[config.mk]
export PLATFORM = sky130hd
export DESIGN_NAME = gdiv_stream_ctrl
export DESIGN_NICKNAME = d
export VERILOG_FILES = /design/src/rtl/gdiv_pkg.sv /design/src/rtl/gdiv_res_fifo.sv /design/src/rtl/gdiv_stream_ctrl.sv
export SDC_FILE = /design/constraint.sdc
export NUM_CORES = 1
export LEC_CHECK = 0
export ABC_AREA = 1
export CAP_MARGIN = 20
export CELL_PAD_IN_SITES_DETAIL_PLACEMENT = 0
export CELL_PAD_IN_SITES_GLOBAL_PLACEMENT = 1
export CORE_AREA = 4 4 110 190
export CTS_CLUSTER_DIAMETER = 60
export DETAILED_ROUTE_END_ITERATION = 10
export DIE_AREA = 0 0 114 194
export PLACE_DENSITY = 0.83
export SYNTH_ARGS = -nofsm -noshare
export SYNTH_HDL_FRONTEND = slang
export SYNTH_SLANG_ARGS = --single-unit
[constraint.sdc]
create_clock -name clk -period 5.8 [get_ports clk]
set_clock_uncertainty 0.1 [all_clocks]
set_input_delay 0.87 -clock clk [delete_from_list [all_inputs] [get_ports clk]]
set_output_delay 0.87 -clock clk [all_outputs]
set_load 0.01 [all_outputs]
[src/rtl/gdiv_pkg.sv]
// Shared constants and the tracking-pipe entry for the Goldschmidt divider stream controller.
package gdiv_pkg;

  localparam int unsigned DIV_W   = 16;
  localparam int unsigned DIV_LAT = 17;
  localparam int unsigned TAG_W   = 4;

  localparam logic [DIV_W-1:0] SAT_POS = 16'h7FFF;
  localparam logic [DIV_W-1:0] SAT_NEG = 16'h8000;

  typedef struct packed {
    logic             v;
    logic             dz;
    logic             nsign;
    logic [TAG_W-1:0] tag;
  } pipe_ent_t;

  // Divide-by-zero result saturates toward the sign of the dividend.
  function automatic logic [DIV_W-1:0] sat_quot(input logic nsign);
    return nsign ? SAT_NEG : SAT_POS;
  endfunction

endpackage

[src/rtl/gdiv_res_fifo.sv]
// Circular result buffer with wrapping pointers; simultaneous push and pop allowed even when full.
module gdiv_res_fifo #(
  parameter int unsigned DEPTH = 4,
  parameter int unsigned W     = 21
) (
  input  logic                       clk_i,
  input  logic                       rst_ni,
  input  logic                       push_i,
  input  logic [W-1:0]               wdata_i,
  input  logic                       pop_i,
  output logic [W-1:0]               rdata_o,
  output logic [$clog2(DEPTH+1)-1:0] count_o,
  output logic                       full_o,
  output logic                       empty_o
);

  localparam int unsigned PW = (DEPTH > 1) ? $clog2(DEPTH) : 1;
  localparam int unsigned CW = $clog2(DEPTH+1);

  logic [W-1:0]  mem_q [DEPTH];
  logic [PW-1:0] wr_q, wr_d;
  logic [PW-1:0] rd_q, rd_d;
  logic [CW-1:0] count_q, count_d;

  function automatic logic [PW-1:0] ptr_next(input logic [PW-1:0] p);
    return (p == PW'(DEPTH-1)) ? '0 : p + 1'b1;
  endfunction

  always_comb begin
    wr_d    = wr_q;
    rd_d    = rd_q;
    count_d = count_q;
    if (push_i) wr_d = ptr_next(wr_q);
    if (pop_i)  rd_d = ptr_next(rd_q);
    unique case ({push_i, pop_i})
      2'b10:   count_d = count_q + 1'b1;
      2'b01:   count_d = count_q - 1'b1;
      default: ;
    endcase
  end

  always_ff @(posedge clk_i or negedge rst_ni) begin
    if (!rst_ni) begin
      wr_q    <= '0;
      rd_q    <= '0;
      count_q <= '0;
    end else begin
      wr_q    <= wr_d;
      rd_q    <= rd_d;
      count_q <= count_d;
    end
  end

  always_ff @(posedge clk_i) begin
    if (push_i) mem_q[wr_q] <= wdata_i;
  end

  assign empty_o = (count_q == '0);
  assign full_o  = (count_q == CW'(DEPTH));
  assign count_o = count_q;
  // Storage is not reset; masking keeps the head at zero whenever nothing is held.
  assign rdata_o = empty_o ? '0 : mem_q[rd_q];

endmodule

[src/rtl/gdiv_stream_ctrl.sv]
// Credit-based issue/capture controller around a free-running fixed-latency divider pipeline.
module gdiv_stream_ctrl
  import gdiv_pkg::*;
#(
  parameter int unsigned LAT   = DIV_LAT,
  parameter int unsigned DEPTH = 4,
  parameter int unsigned TAGW  = TAG_W
) (
  input  logic                       clk,
  input  logic                       reset,
  input  logic                       in_valid,
  output logic                       in_ready,
  input  logic [DIV_W-1:0]           in_n,
  input  logic [DIV_W-1:0]           in_d,
  input  logic [TAGW-1:0]            in_tag,
  output logic [DIV_W-1:0]           div_n,
  output logic [DIV_W-1:0]           div_d,
  input  logic [DIV_W-1:0]           div_q,
  output logic                       out_valid,
  input  logic                       out_ready,
  output logic [DIV_W-1:0]           out_q,
  output logic [TAGW-1:0]            out_tag,
  output logic                       out_dz,
  output logic [$clog2(DEPTH+1)-1:0] inflight
);

  localparam int unsigned CW = $clog2(DEPTH+1);
  localparam int unsigned EW = DIV_W + 1 + TAGW;
  localparam logic [CW:0] CREDITS = DEPTH[CW:0];

  if (TAGW != TAG_W) begin : g_tagw_chk
    $error("gdiv_stream_ctrl: TAGW must match gdiv_pkg::TAG_W");
  end

  logic             accept, capture, pop;
  logic             ready_en_q;
  logic [DIV_W-1:0] div_n_q, div_d_q;
  pipe_ent_t        pipe_q [LAT+1];
  pipe_ent_t        stage0_d;
  pipe_ent_t        tail;
  logic [CW-1:0]    inflight_q, inflight_d;
  logic [CW-1:0]    fifo_count;
  logic             fifo_full, fifo_empty;
  logic [DIV_W-1:0] cap_quot;
  logic [EW-1:0]    fifo_wdata, fifo_rdata;

  assign accept  = in_valid && in_ready;
  assign tail    = pipe_q[LAT];
  assign capture = tail.v;
  assign pop     = out_valid && out_ready;

  // Credits come only from registered counters, so a pop frees a slot one cycle later.
  assign in_ready = ready_en_q &&
                    (({1'b0, fifo_count} + {1'b0, inflight_q}) < CREDITS);

  always_comb begin
    stage0_d       = '0;
    stage0_d.v     = accept;
    stage0_d.dz    = (in_d == '0);
    stage0_d.nsign = in_n[DIV_W-1];
    stage0_d.tag   = in_tag;
  end

  always_comb begin
    inflight_d = inflight_q;
    unique case ({accept, capture})
      2'b10:   inflight_d = inflight_q + 1'b1;
      2'b01:   inflight_d = inflight_q - 1'b1;
      default: ;
    endcase
  end

  always_ff @(posedge clk or negedge reset) begin
    if (!reset) begin
      ready_en_q <= 1'b0;
      div_n_q    <= '0;
      div_d_q    <= '0;
      inflight_q <= '0;
      for (int unsigned i = 0; i <= LAT; i++) pipe_q[i] <= '0;
    end else begin
      ready_en_q <= 1'b1;
      inflight_q <= inflight_d;
      if (accept) begin
        div_n_q <= in_n;
        div_d_q <= in_d;
      end
      pipe_q[0] <= stage0_d;
      for (int unsigned i = 1; i <= LAT; i++) pipe_q[i] <= pipe_q[i-1];
    end
  end

  assign cap_quot   = tail.dz ? sat_quot(tail.nsign) : div_q;
  assign fifo_wdata = {cap_quot, tail.dz, tail.tag};

  gdiv_res_fifo #(
    .DEPTH (DEPTH),
    .W     (EW)
  ) u_fifo (
    .clk_i   (clk),
    .rst_ni  (reset),
    .push_i  (capture),
    .wdata_i (fifo_wdata),
    .pop_i   (pop),
    .rdata_o (fifo_rdata),
    .count_o (fifo_count),
    .full_o  (fifo_full),
    .empty_o (fifo_empty)
  );

  assign {out_q, out_dz, out_tag} = fifo_rdata;
  assign out_valid = !fifo_empty;
  assign div_n     = div_n_q;
  assign div_d     = div_d_q;
  assign inflight  = inflight_q;

  a_no_overflow: assert property (@(posedge clk) disable iff (!reset)
    !(capture && fifo_full && !pop));

  a_out_stable: assert property (@(posedge clk) disable iff (!reset)
    (out_valid && !out_ready) |=> $stable({out_q, out_tag, out_dz}));

endmodule

Yosys cells after proc, flatten, opt, wreduce, memory -nomap -nowiden
Memory sizes are Yosys's and may differ from the RTL's.
Cells that the tools add are included.
Storage, ports and cells
  flip-flop bits (word level): 169
  bits in writable memories: 84
  output and inout bits: 58
  word-level logic and storage cells: 111
  memories kept: 1
Memories
  u_fifo.mem_q: depth 4, bits a word 21, rd ports 1, clocked after Yosys merged registers in 0, write ports 1, RTL line gdiv_res_fifo.sv:20  | logic [W-1:0] mem_q [DEPTH];
Cells by class
  add/sub/neg operators: 7
  order comparisons: 1
  equality and inequality tests: 6
  muxes and demuxes: 9
  reductions and logical operators: 8
Operators by type and width (count)
  $mux 16: 2
  $mux 21: 1
  $logic_not 16->1: 1
  $pmux 3 s2: 2
  $eq 2x2->1 const B: 4
  $add 3x1->3 const B: 2
  $sub 3x1->3 const B: 2
  $add 2x1->2 const B: 2
  $add 3x3->4: 1
  $eq 2x1->1 const B: 2
  $lt 4x3->1 const B: 1
  $mux 2: 2
  $reduce_bool 2->1: 2
  $logic_and 1x1->1: 3
  $logic_not 3->1: 1
  $mux 1: 2
  $logic_not 1->1: 1

Depth between registers and ports, before layout
Gate-level depths: netlist of run 1.
  depth after elaboration: 6
  mapped depth: 13
  gate-level depth less buffers: 12

Cells and area by module
Synthesis of run 1 repeated with hierarchy kept, for this count alone.
Second synthesis, totals
  cell total of the unflattened synthesis: 733
  area, all modules: 9213.8 µm²
Modules (own cells, without submodules)
  gdiv_stream_ctrl: instances 1, cells an instance 349, area an instance 4962.3 µm²
  gdiv_res_fifo: instances 1, cells an instance 384, area an instance 4251.6 µm²

Least setup slack after synthesis of run 1
OpenSTA, ideal clock, no wires.
  kind: input-to-reg
  start point: input port in_valid
  end point: register inflight_q[2], in the netlist inflight[2]
  library setup time: 0.126 ns
  arrival: 2.107 ns
  path slack: 3.467 ns
  stages: 9
  path buffers: 2
  cell sequence: buf_2 -> nand3_4 -> buf_6 -> ha_1 -> inv_1 -> fa_1 -> nand2_1 -> nand3b_1 -> xnor2_1
Between the ends
  word-level cells in the longest chain between the ends: 3
RTL lines
  from (decl): RTL line gdiv_stream_ctrl.sv:11  | input logic in_valid,
  $logic_and 1x1->1 (*): RTL line gdiv_stream_ctrl.sv:47  | assign accept = in_valid && in_ready;
  $eq 2x1->1 / $eq 2x2->1 (equally long branches): RTL line gdiv_stream_ctrl.sv:66  | unique case ({accept, capture})
  $pmux 3 s2 / $reduce_bool 2->1 (equally long branches)
  to (signal assigned): RTL line gdiv_stream_ctrl.sv:82  | inflight_q <= inflight_d;
  to (decl): RTL line gdiv_stream_ctrl.sv:41  | logic [CW-1:0] inflight_q, inflight_d;
Mark *: on every way between the ends. The rest lies on a longest branch, timed or not.
A chain may end at the register's enable or synchronous reset.

Worst setup path in the final report of run 1
  start point: register u_fifo.rd_q[1]
  end point: output port out_tag[1]
Between the ends
  word-level cells in the longest chain between the ends: 2
RTL lines
  from (decl): RTL line gdiv_res_fifo.sv:22  | logic [PW-1:0] rd_q, rd_d;
  from (signal assigned): RTL line gdiv_res_fifo.sv:49  | rd_q <= rd_d;
  $mem_v2 4x21
  $mux 21: RTL line gdiv_res_fifo.sv:62  | assign rdata_o = empty_o ? '0 : mem_q[rd_q];
  to (decl): RTL line gdiv_stream_ctrl.sv:22  | output logic [TAGW-1:0] out_tag,
Every way passes these cells.

==> results of run 1 <==
-- critical path, cell delays in order (launching register included) --
cell,delay (ns)
dfrtp_1,0.92
inv_1,0.62
nor2_1,0.23
nand2_1,0.06
a21oi_1,0.14
clkdlybuf4s50_1,0.56
-- cells in the final DEF (no fill, tap or decap), types with 2 or more instances in the layout --
master / netlist / routed
dfrtp_1: 169 / 168
clkbuf_1: 7 / 4
nor2_1: 96 / 96
o21ai_0: 5 / 5
bufinv_16: 0 / 2
nand4_1: 34 / 34
fa_1: 2 / 2
xnor2_1: 3 / 3
clkbuf_8: 0 / 3
nand3b_1: 2 / 2
clkinv_2: 0 / 2
inv_1: 66 / 66
edfxtp_1: 84 / 84
clkbuf_16: 0 / 22
nand2_1: 196 / 196
nand3_4: 2 / 2
inv_2: 2 / 2
buf_4: 2 / 4
clkinvlp_4: 0 / 3
a21oi_1: 22 / 22
clkdlybuf4s50_1: 0 / 112
ha_1: 9 / 9
-- state kept, by name (all words and copies together), names as in the netlist, 2 cells and up --
register / cells
div_d: 16
div_n: 16
fifo_wdata: 5
inflight: 3
pipe_q: 120
u_fifo.count_o: 3
u_fifo.mem_q: 84
u_fifo.rd_q: 2
u_fifo.wr_q: 2
-- where the power goes --
part	internal, mW	switching, mW
sequential	2.10	0.188
clock	0.827	0.596
combinational	0.695	0.761
total	3.62	1.55
-- cell type report --
cell class / instances / area [µm²]
inverter: 68 / 255.2
sequential: 253 / 6753
multi-input combinational: 377 / 1719
fill: 1576 / 8351
timing repair buffer: 118 / 1190
clock buffer: 29 / 606.8
tap: 241 / 301.5
clock inverter: 9 / 105.1
-- cell families after synthesis --
family	after synthesis	synth area share, %
simple gates	334	15.61
flops	253	75.69
buf+inv	100	5.036
compound gates	27	1.515
fa+ha+maj	11	1.711
xor+xnor	4	0.3928
other cells	1	0.04204
-- worst max-delay path by stage --
stage | startpoint | slack, ns | end
global route | u_fifo.rd_q[1] | 1.50 | out_q[0]
finish | u_fifo.rd_q[1] | 1.79 | out_tag[1]
detailed placement | u_fifo.rd_q[1] | 2.25 | out_tag[1]
floorplan | in_valid | 3.47 | inflight[2]
global placement | u_fifo.rd_q[1] | 2.29 | out_q[10]
CTS | u_fifo.rd_q[1] | 1.70 | out_tag[1]
-- per-layer routing --
layer | track usage [%] | share of wire, %
met5 | 0 | 0
met4 | 3.919 | 2.0
met3 | 3.279 | 6.6
met2 | 23.92 | 51
met1 | 17.22 | 41
-- through the flow --
stage | total power, mW | hold WS [ns] | utilization, % | setup WS [ns] | cells
floorplan | 3.143 | 0.2312 | - | 3.467 | 730
global placement | 3.799 | 0.2328 | 52.86 | 2.288 | 1056
detailed placement | 3.804 | 0.2347 | 52.86 | 2.251 | 1056
CTS | 5.251 | 0.1662 | 56.55 | 1.696 | 1094
global route | 5.512 | 0.1767 | 56.69 | 1.497 | 1095
finish | 5.170 | 0.1597 | 56.69 | 1.787 | 1095
==> summary.md, run 1 <==
| Metric | Value |
|---|---|
| Ys Warns | `0` |
| Clock Latency Late Sink | `just under 0.5 ns` |
| Unrepaired setup endpoints after global routing | `false` |
| Count leader, synth | `nand2_1` |
| Number of synthesized flops with an enable pin | `84` |
| I/O pins | `around 110` |
| First-pass GRT wire length | `~25000 µm` |
| Total GRT Usage | `between 10% and 20%` |
| Asr flop ratio synth | `between 60% and 70%` |
| Total wire length | `roughly 15000 µm` |
| CP startpoint kind | `flop` |
| Initial Util | `~46%` |
| Largest net degree at the start of global routing | `87` |
| Dominant cells by area after synthesis | `dfrtp_1 (47%), edfxtp_1 (28%), nand2_1 (8.2%)` |
| Hold_buf cts | `0` |
| Via density | `about 4.6` |
| Reg2Reg Capture Point | `inflight[1]` |
| Synth Flop Type | `dfrtp_1` |
| Antenna viol nets, final | `0` |
| DR WL/cell | `~14 µm` |
| Die Span Y | `between 150 and 200 µm` |
| Pwr dens | `between 400 and 500 nW/µm²` |
| Final hold violations | `0` |
| Die W | `114 µm` |
| DP Area | `slightly above 10000 µm²` |
| Die area | `22120 µm²` |
| DR iter-0 viols | `approximately 230` |
| Final critical-path required period | `roughly 4.0 ns` |
| Top cells by count, synth | `nand2_1 (196), dfrtp_1 (169), nor2_1 (96), edfxtp_1 (84), inv_1 (66)` |
| Clock Tree Root | `clkbuf_16` |
| Reg-to-reg startpoint | `inflight[2]` |
| Critical path class | `reg2out` |
| Post-Synthesis Cells | `730` |
| Clock sink count | `between 200 and 300` |
| FP Rows | `67` |
| Core ar. | `19280 µm²` |
| Total grt overflow | `0` |
| FF-to-FF setup slack | `approximately 2.6 ns` |
| Cts bufs inserted | `21` |
| Post-CTS sizing | `0` |
| Syn_area_per_cell | `between 10 and 15 µm²` |
| P_leak | `roughly 4.9 nW` |
| Synth area leader | `dfrtp_1` |
| Crit end category | `output port` |
| Pre-antenna DRT Iters | `4` |
| Outcome | `completed` |
| Post-DP HPWL | `around 9500 µm` |
| Max Root-Sink Buffers | `3` |
| VDD IR-drop max | `349.4 µV` |
| Slew Viols, Final | `0` |
| Register area share after synthesis | `about 76%` |
| CP Data Required Time | `about 4.8 ns` |
| Final instance area | `approximately 11000 µm²` |
| CTS tree | `yes` |
| Max-cap viol count | `0` |
| Worst r2r path cells | `9` |
| Crit path DAT | `3.04 ns` |
| Setup violators final | `0` |
| Tcrit/Tclk final | `roughly 69%` |
| Ratio of cells with drive above 1 in the final layout | `about 5.5%` |
| # diodes | `0` |
| Net Count, Synth | `797` |
| Final net count | `906` |
| Register bit total from synthesis | `253` |
| Number of remaining DRC errors | `0` |
| Post-CTS Setup Bufs | `0` |
| CTS clk-pin slew, worst paths | `around 0.070 ns` |
| GPL Wtd Cong | `0.7174` |
| Critical path peak fanout | `24` |
| Cell area after synthesis | `just under 9000 µm²` |
| Vias | `5024` |
| Initial antenna violation count | `0` |
| Rel. slew slack | `33.72%` |
| Max Clock Freq | `between 200 and 250 MHz` |
| Vias in the first global route | `5103` |
| Slew @ Worst Pin | `between 0.9 and 1 ns` |
| Setup TNS | `0 ns` |
| Post-synth top area share | `between 40% and 50%` |
| Layout area overhead | `22.54%` |
| Cell variety after synth | `24` |
| Worst hold path type | `in2async` |
| H-tree Lvls | `1` |
| Port Buf Inserts | `between 100 and 150` |
Note: power is estimated with default switching activity, not from simulation.
==> run 2, diff against run 1 <==
CORE_AREA = 4 4 113 196   (was 4 4 110 190)
DIE_AREA = 0 0 117 200   (was 0 0 114 194)
PLACE_DENSITY = 0.79   (was 0.83)
clock period = 4.2 ns   (was 5.8 ns; I/O delays follow)
==> run 2 against run 1 <==
Net effect: largest cell class unchanged; utilization fell by 3.6 points; largest power group unchanged; power rose by 40%; clock-buffer cell count fell by 1; first-iteration DRC count fell by 37%; register-to-register slack got worse by 0.94 ns; global-route usage rose by 0.072 points; setup slack got worse by 0.81 ns; combinational power rose by 46%; via count rose by 0.92%; critical path depth rose by 1; hold slack got worse by 0.021 ns.
==> summary.md, run 2 (synthesis results as in run 1) <==
| Metric | Value |
|---|---|
| Post-CTS sizing | `0` |
| Clock group share of total power | `27.5%` |
| Total wire length | `~16000 µm` |
| Sequential share of power | `between 40 and 50%` |
| Switching pwr | `roughly 2.2 mW` |
| Commonest non-fill, non-tap cells in the layout | `nand2_1 (196), dfrtp_1 (168), clkdlybuf4s50_1 (112), nor2_1 (96), edfxtp_1 (84)` |
| Outcome | `completed` |
| Rel. slew slack | `between 30% and 40%` |
| Max Root-Sink Buffers | `3` |
| Via density | `4.572` |
| Most Frequent Cell on Critical Path | `nor2_1` |
| Slew @ Worst Pin | `between 1 and 1.5 ns` |
| I/O pins | `between 100 and 150` |
| Cts bufs inserted | `21` |
| FP Rows | `70` |
| DR iter-0 viols | `144` |
| First-pass GRT wire length | `roughly 26000 µm` |
| Largest Register | `pipe_q` |
| Tcrit/Tclk final | `76.71%` |
| Crit path DAT | `2.49 ns` |
| # fillers | `roughly 1800` |
| Clock sink count | `approximately 250` |
| CP startpoint kind | `flop` |
| Vias | `just over 5000` |
| Die W | `~120 µm` |
| Worst hold path type | `in2async` |
| Initial Util | `between 40% and 50%` |
| Number of remaining DRC errors | `0` |
| Final net count | `909` |
| Critical path peak fanout | `30` |
| CTS tree | `yes` |
| Worst path bufs/invs | `2` |
| Final critical-path required period | `3.222 ns` |
| GPL Wtd Cong | `~0.76` |
| Die Span Y | `around 200 µm` |
| Hold_buf cts | `0` |
| Max-cap viol count | `0` |
| Crit end category | `output port` |
| H-tree Lvls | `1` |
| Post-DP HPWL | `between 9000 and 10000 µm` |
| Largest net degree at the start of global routing | `between 100 and 150` |
| Critical path class | `reg2out` |
| Most common cell after layout, fill and taps aside | `nand2_1` |
| Worst-path cell chain | `buf_4 > nor2_1 > nor2_1 > nand2_1 > a21oi_1 > clkdlybuf4s50_1` |
| Tot Pwr | `7.230 mW` |
| Final instance area | `10970 µm²` |
| Ratio of cells with drive above 1 in the final layout | `approximately 6%` |
| Vias in the first global route | `5115` |
| Clock Tree Root | `clkbuf_16` |
| Unrepaired setup endpoints after global routing | `false` |
| Slowest cell on crit path | `dfrtp_2` |
| Hold_ws | `between 0.1 and 0.15 ns` |
| Core ar. | `roughly 21000 µm²` |
| Pre-antenna DRT Iters | `4` |
| Final hold violations | `0` |
| Int Power | `approximately 5 mW` |
| Slew Viols, Final | `0` |
| Setup violators final | `0` |
| Switching Share | `about 30%` |
| Total GRT Usage | `13.90%` |
| Total grt overflow | `0` |
| Setup TNS | `0 ns` |
| P_leak | `4.973 nW` |
| VDD IR-drop max | `~520 µV` |
| # diodes | `0` |
| Initial antenna violation count | `1` |
| Slowest cell delay on critical path | `0.63 ns` |
| Clock Latency Late Sink | `just under 0.5 ns` |
| Antenna viol nets, final | `0` |
| Gate power share | `roughly 30%` |
| CP Data Required Time | `roughly 3.5 ns` |
| DR WL/cell | `between 10 and 15 µm` |
| DP Area | `~10000 µm²` |
| Max FFs per register | `120` |
| Biggest regs | `pipe_q: 120 flops, u_fifo.mem_q: 84 flops` |
| Die area | `23400 µm²` |
| Layout area overhead | `22.98%` |
| Pwr dens | `between 600 and 700 nW/µm²` |
| Post-CTS Setup Bufs | `0` |
| Delay-heaviest family, CP | `buffers and inverters` |
| Port Buf Inserts | `113` |
| CTS clk-pin slew, worst paths | `roughly 0.070 ns` |
| Max Clock Freq | `just over 300 MHz` |
## run 2: cell types whose count changed in the layout (fill, tap and decap cells not counted)
cell / previous run / this run
buf_4: 4 / 7
clkbuf_1: 4 / 2
buf_12: 0 / 1
buf_16: 1 / 0
clkbuf_8: 3 / 4
clkinv_2: 2 / 3
clkinvlp_4: 3 / 2
inv_4: 0 / 1
## run 2: layout make-up
type	count	area, µm²	share of cell area (%)
sequential	253	6753	61.56
multi-input combinational	377	1719	15.67
timing repair buffer	121	1205	10.98
clock buffer	28	613.1	5.589
tap	252	315.3	2.874
inverter	68	255.2	2.327
clock inverter	10	108.9	0.9924
## run 2: worst register-to-register path: cells and delay by family, from the launching register on
family / cells / cell delay, ns
adder cells (fa/ha/maj): 3 / 0.95
AND/OR/NAND/NOR: 3 / 0.65
flip-flops: 1 / 0.41
AO/OA/AOI/OAI: 1 / 0.18
buffers and inverters: 2 / 0.14
## run 2: final timing paths
check	start	to	slack, ns	cells past startpoint
hold / removal	reset	pipe_q[114]	0.14	1
min in group clk	pipe_q[14]	pipe_q[7]	0.24	0
setup / recovery	u_fifo.rd_q[0]	out_q[3]	0.98	6
setup reg to reg	inflight[2]	inflight[1]	1.69	9
hold reg to reg	pipe_q[14]	pipe_q[7]	0.24	0
max in group asynchronous	reset	div_d[0]	2.96	2
## run 2: power groups by stage
stage	registers, mW	clock network [mW]	logic (mW)
after detailed placement	3.16	0	2.17
final	3.11	1.99	2.13
after global placement	3.15	0	2.15
after global routing	3.16	2.16	2.40
after floorplan	3.16	0	1.18
after CTS	3.12	2.06	2.17
## run 2: metal layers
layer / track usage (%) / share of wire [%]
met2: 23.88 / 49
met5: 0 / 0.076
met1: 17.07 / 41
met4: 3.656 / 2.0
met3: 4.223 / 7.8
## run 2: stage by stage
step	std cells	setup WS (ns)	util (%)
after global placement	1071	1.486	49.58
after detailed placement	1071	1.485	49.58
after CTS	1109	0.9452	53.07
after global routing	1109	0.7690	53.07
final	1109	0.9780	53.07
after floorplan	730	1.952	-
==> run 3, diff against run 2 <==
CORE_AREA = 4 4 118 205   (was 4 4 113 196)
DIE_AREA = 0 0 122 209   (was 0 0 117 200)
PLACE_DENSITY = 0.76   (was 0.79)
clock period = 2.8 ns   (was 4.2 ns; I/O delays follow)
==> run 3 against run 2 <==
Net effect: cell count is 6.4% higher; setup slack worse by 0.85 ns; clock-buffer cell count grew 3; cell area grew 3.4%; hold slack improved by 0.11 ns; first-iteration DRC count grew 110%; utilization decreased by 2.8 points; clock power grew 54%; global-route usage fell by 0.64 points; via count is 3.9% higher.
==> summary.md, run 3 (synthesis results as in run 1) <==
| Metric | Value |
|---|---|
| CTS tree | `yes` |
| Antenna viol nets, final | `0` |
| Via density | `around 4.5` |
| Die Span Y | `209 µm` |
| Ratio of cells with drive above 1 in the final layout | `under 10%` |
| CTS clk-pin slew, worst paths | `around 0.060 ns` |
| Worst Slack Setup Final | `between 0.1 and 0.15 ns` |
| Commonest non-fill, non-tap cells in the layout | `nand2_1 (196), dfrtp_1 (166), clkdlybuf4s50_1 (108), nor2_1 (96), edfxtp_1 (84)` |
| Worst hold path type | `reg2reg` |
| Vias | `between 5000 and 6000` |
| Initial Util | `between 30% and 40%` |
| DP Area | `between 10000 and 15000 µm²` |
| Rel. slew slack | `approximately 63%` |
| Slowest cell on crit path | `clkdlybuf4s50_1` |
| Worst slack at placement | `roughly 0.34 ns` |
| Final critical-path required period | `between 2 and 3 ns` |
| Worst r2r path cells | `12` |
| VDD IR-drop max | `563.3 µV` |
| P_leak | `~5.2 nW` |
| Reg2Reg Capture Point | `inflight[2]` |
| CP startpoint kind | `flop` |
| Clock Tree Root | `clkbuf_16` |
| Setup violators final | `0` |
| Final net count | `~930` |
| Cts bufs inserted | `22` |
| Number of remaining DRC errors | `0` |
| Max FFs per register | `120` |
| Hold Crit Start | `pipe_q[112]` |
| Hold_ws | `0.2469 ns` |
| Post-layout util | `50.25%` |
| FF-to-FF setup slack | `0.58 ns` |
| Final hold violations | `0` |
| FP Rows | `73` |
| Most common cell after layout, fill and taps aside | `nand2_1` |
| Pwr dens | `roughly 990 nW/µm²` |
| Biggest regs | `pipe_q: 120 flops, u_fifo.mem_q: 84 flops` |
| I/O pins | `~110` |
| Int Power | `7.824 mW` |
| Core ar. | `about 23000 µm²` |
| Crit end category | `output port` |
| Total grt overflow | `0` |
| Max Clock Freq | `between 300 and 400 MHz` |
| Clock Latency Late Sink | `about 0.5 ns` |
| Worst-path cell chain | `inv_2 > nand3_2 > clkinvlp_4 > buf_12 > a21oi_1 > clkdlybuf4s50_1` |
| First-pass GRT wire length | `between 20000 and 30000 µm` |
| Switching Share | `between 30% and 40%` |
| Tcrit/Tclk final | `a little over nine tenths` |
| Port Buf Inserts | `approximately 110` |
| Clock group share of total power | `27.2%` |
| Worst hold stages | `0` |
| Initial antenna violation count | `0` |
| Slew @ Worst Pin | `0.5529 ns` |
| Reg-to-reg startpoint | `inflight[2]` |
| # diodes | `0` |
| Setup TNS | `0 ns` |
| Critical path peak fanout | `11` |
| Max Root-Sink Buffers | `3` |
| DR iter-0 viols | `just over 300` |
| # fillers | `2028` |
| DR WL/cell | `14.52 µm` |
| Largest net degree at the start of global routing | `85` |
| Worst Hold End | `pipe_q[105]` |
| Gate power share | `31.5%` |
| Sequential share of power | `41.3%` |
| Critical path class | `reg2out` |
| Total GRT Usage | `approximately an eighth` |
| Die W | `about 120 µm` |
| Crit path DAT | `2.15 ns` |
| Outcome | `completed` |
| Largest Register | `pipe_q` |
| H-tree Lvls | `1` |
| Clock sink count | `roughly 250` |
| Slowest cell delay on critical path | `0.56 ns` |
| Finished Layout Cells | `roughly 1200` |
| Switching pwr | `3.440 mW` |
| Layout area overhead | `27.10%` |
| Post-DP HPWL | `roughly 10000 µm` |
| Die area | `roughly 25000 µm²` |
| Slew Viols, Final | `0` |
| Total wire length | `around 17000 µm` |
| Final instance area | `about 11000 µm²` |
| Tot Pwr | `around 11 mW` |
| CP Data Required Time | `between 2 and 2.5 ns` |
| Vias in the first global route | `around 5500` |
| Placed insts | `about 1100` |
| Max-cap viol count | `0` |
| Pre-antenna DRT Iters | `5` |
| GPL Wtd Cong | `about 0.75` |
-- run 3: cell count changes in the layout (fill, tap and decap cells not counted), moves of 2 or more --
cell / previous run / this run
inv_1: 66 / 64
dfrtp_2: 1 / 3
clkdlybuf4s50_1: 112 / 108
clkinvlp_4: 2 / 4
dlymetal6s2s_1: 0 / 4
clkbuf_16: 22 / 25
buf_12: 1 / 3
dfrtp_1: 168 / 166
buf_4: 7 / 20
clkbuf_8: 4 / 7
-- run 3: worst max-delay path by stage --
stage / slack, ns / cells after the start / from / to
floorplan: 0.55 / 10 / inflight[2] / inflight[1]
global placement: 0.43 / 5 / u_fifo.count_o[0] / out_tag[3]
detailed placement: 0.34 / 5 / u_fifo.count_o[0] / out_tag[3]
CTS: 0.0005 / 5 / u_fifo.rd_q[1] / out_dz
global route: -0.01 / 6 / u_fifo.rd_q[0] / out_q[13]
finish: 0.13 / 6 / u_fifo.count_o[0] / out_q[15]
-- run 3: final cells by class --
class / count / area, µm² / area share, %
multi-input combinational: 377 / 1719 / 15.16
timing repair inverter: 2 / 15.01 / 0.1324
tap: 300 / 375.4 / 3.311
inverter: 68 / 262.8 / 2.318
sequential: 253 / 6755 / 59.59
timing repair buffer: 140 / 1440 / 12.70
clock inverter: 9 / 93.84 / 0.8277
clock buffer: 31 / 675.6 / 5.960
-- run 3: per-layer routing --
layer	global-route usage, %	vias up	part of all wire [%]
met5	0	-	0
met4	4.410	0	2.6
met3	3.060	35	5.8
met2	23.80	127	52
met1	15.46	2533	39
li1	-	2575	-
-- run 3: power by group through the flow --
stage	logic [mW]	clock network (mW)	registers, mW
after floorplan	1.77	0	4.74
after global placement	3.30	0	4.68
after detailed placement	3.33	0	4.68
after CTS	3.41	3.19	4.62
after global routing	3.98	3.32	4.71
final	3.55	3.07	4.65
-- run 3: what timing repair did --
| item | 4_1_cts | 5_1_grt |
|---|---|---|
| hold buffers | 1 | 0 |
| endpoints found under the setup margin | 21 | 22 |
| pin swaps | 0 | 1 |
| cloned | 1 | 3 |
| endpoints found under the hold margin | 57 | 0 |
| buffers inserted | 1 | 7 |
| gates resized for setup | 2 | 9 |
-- run 3: critical path, delay by kind of cell (launching register included) --
family	cells	cell delay (ns)
buf+inv	4	0.93
flops	1	0.41
simple gates	1	0.17
compound gates	1	0.14
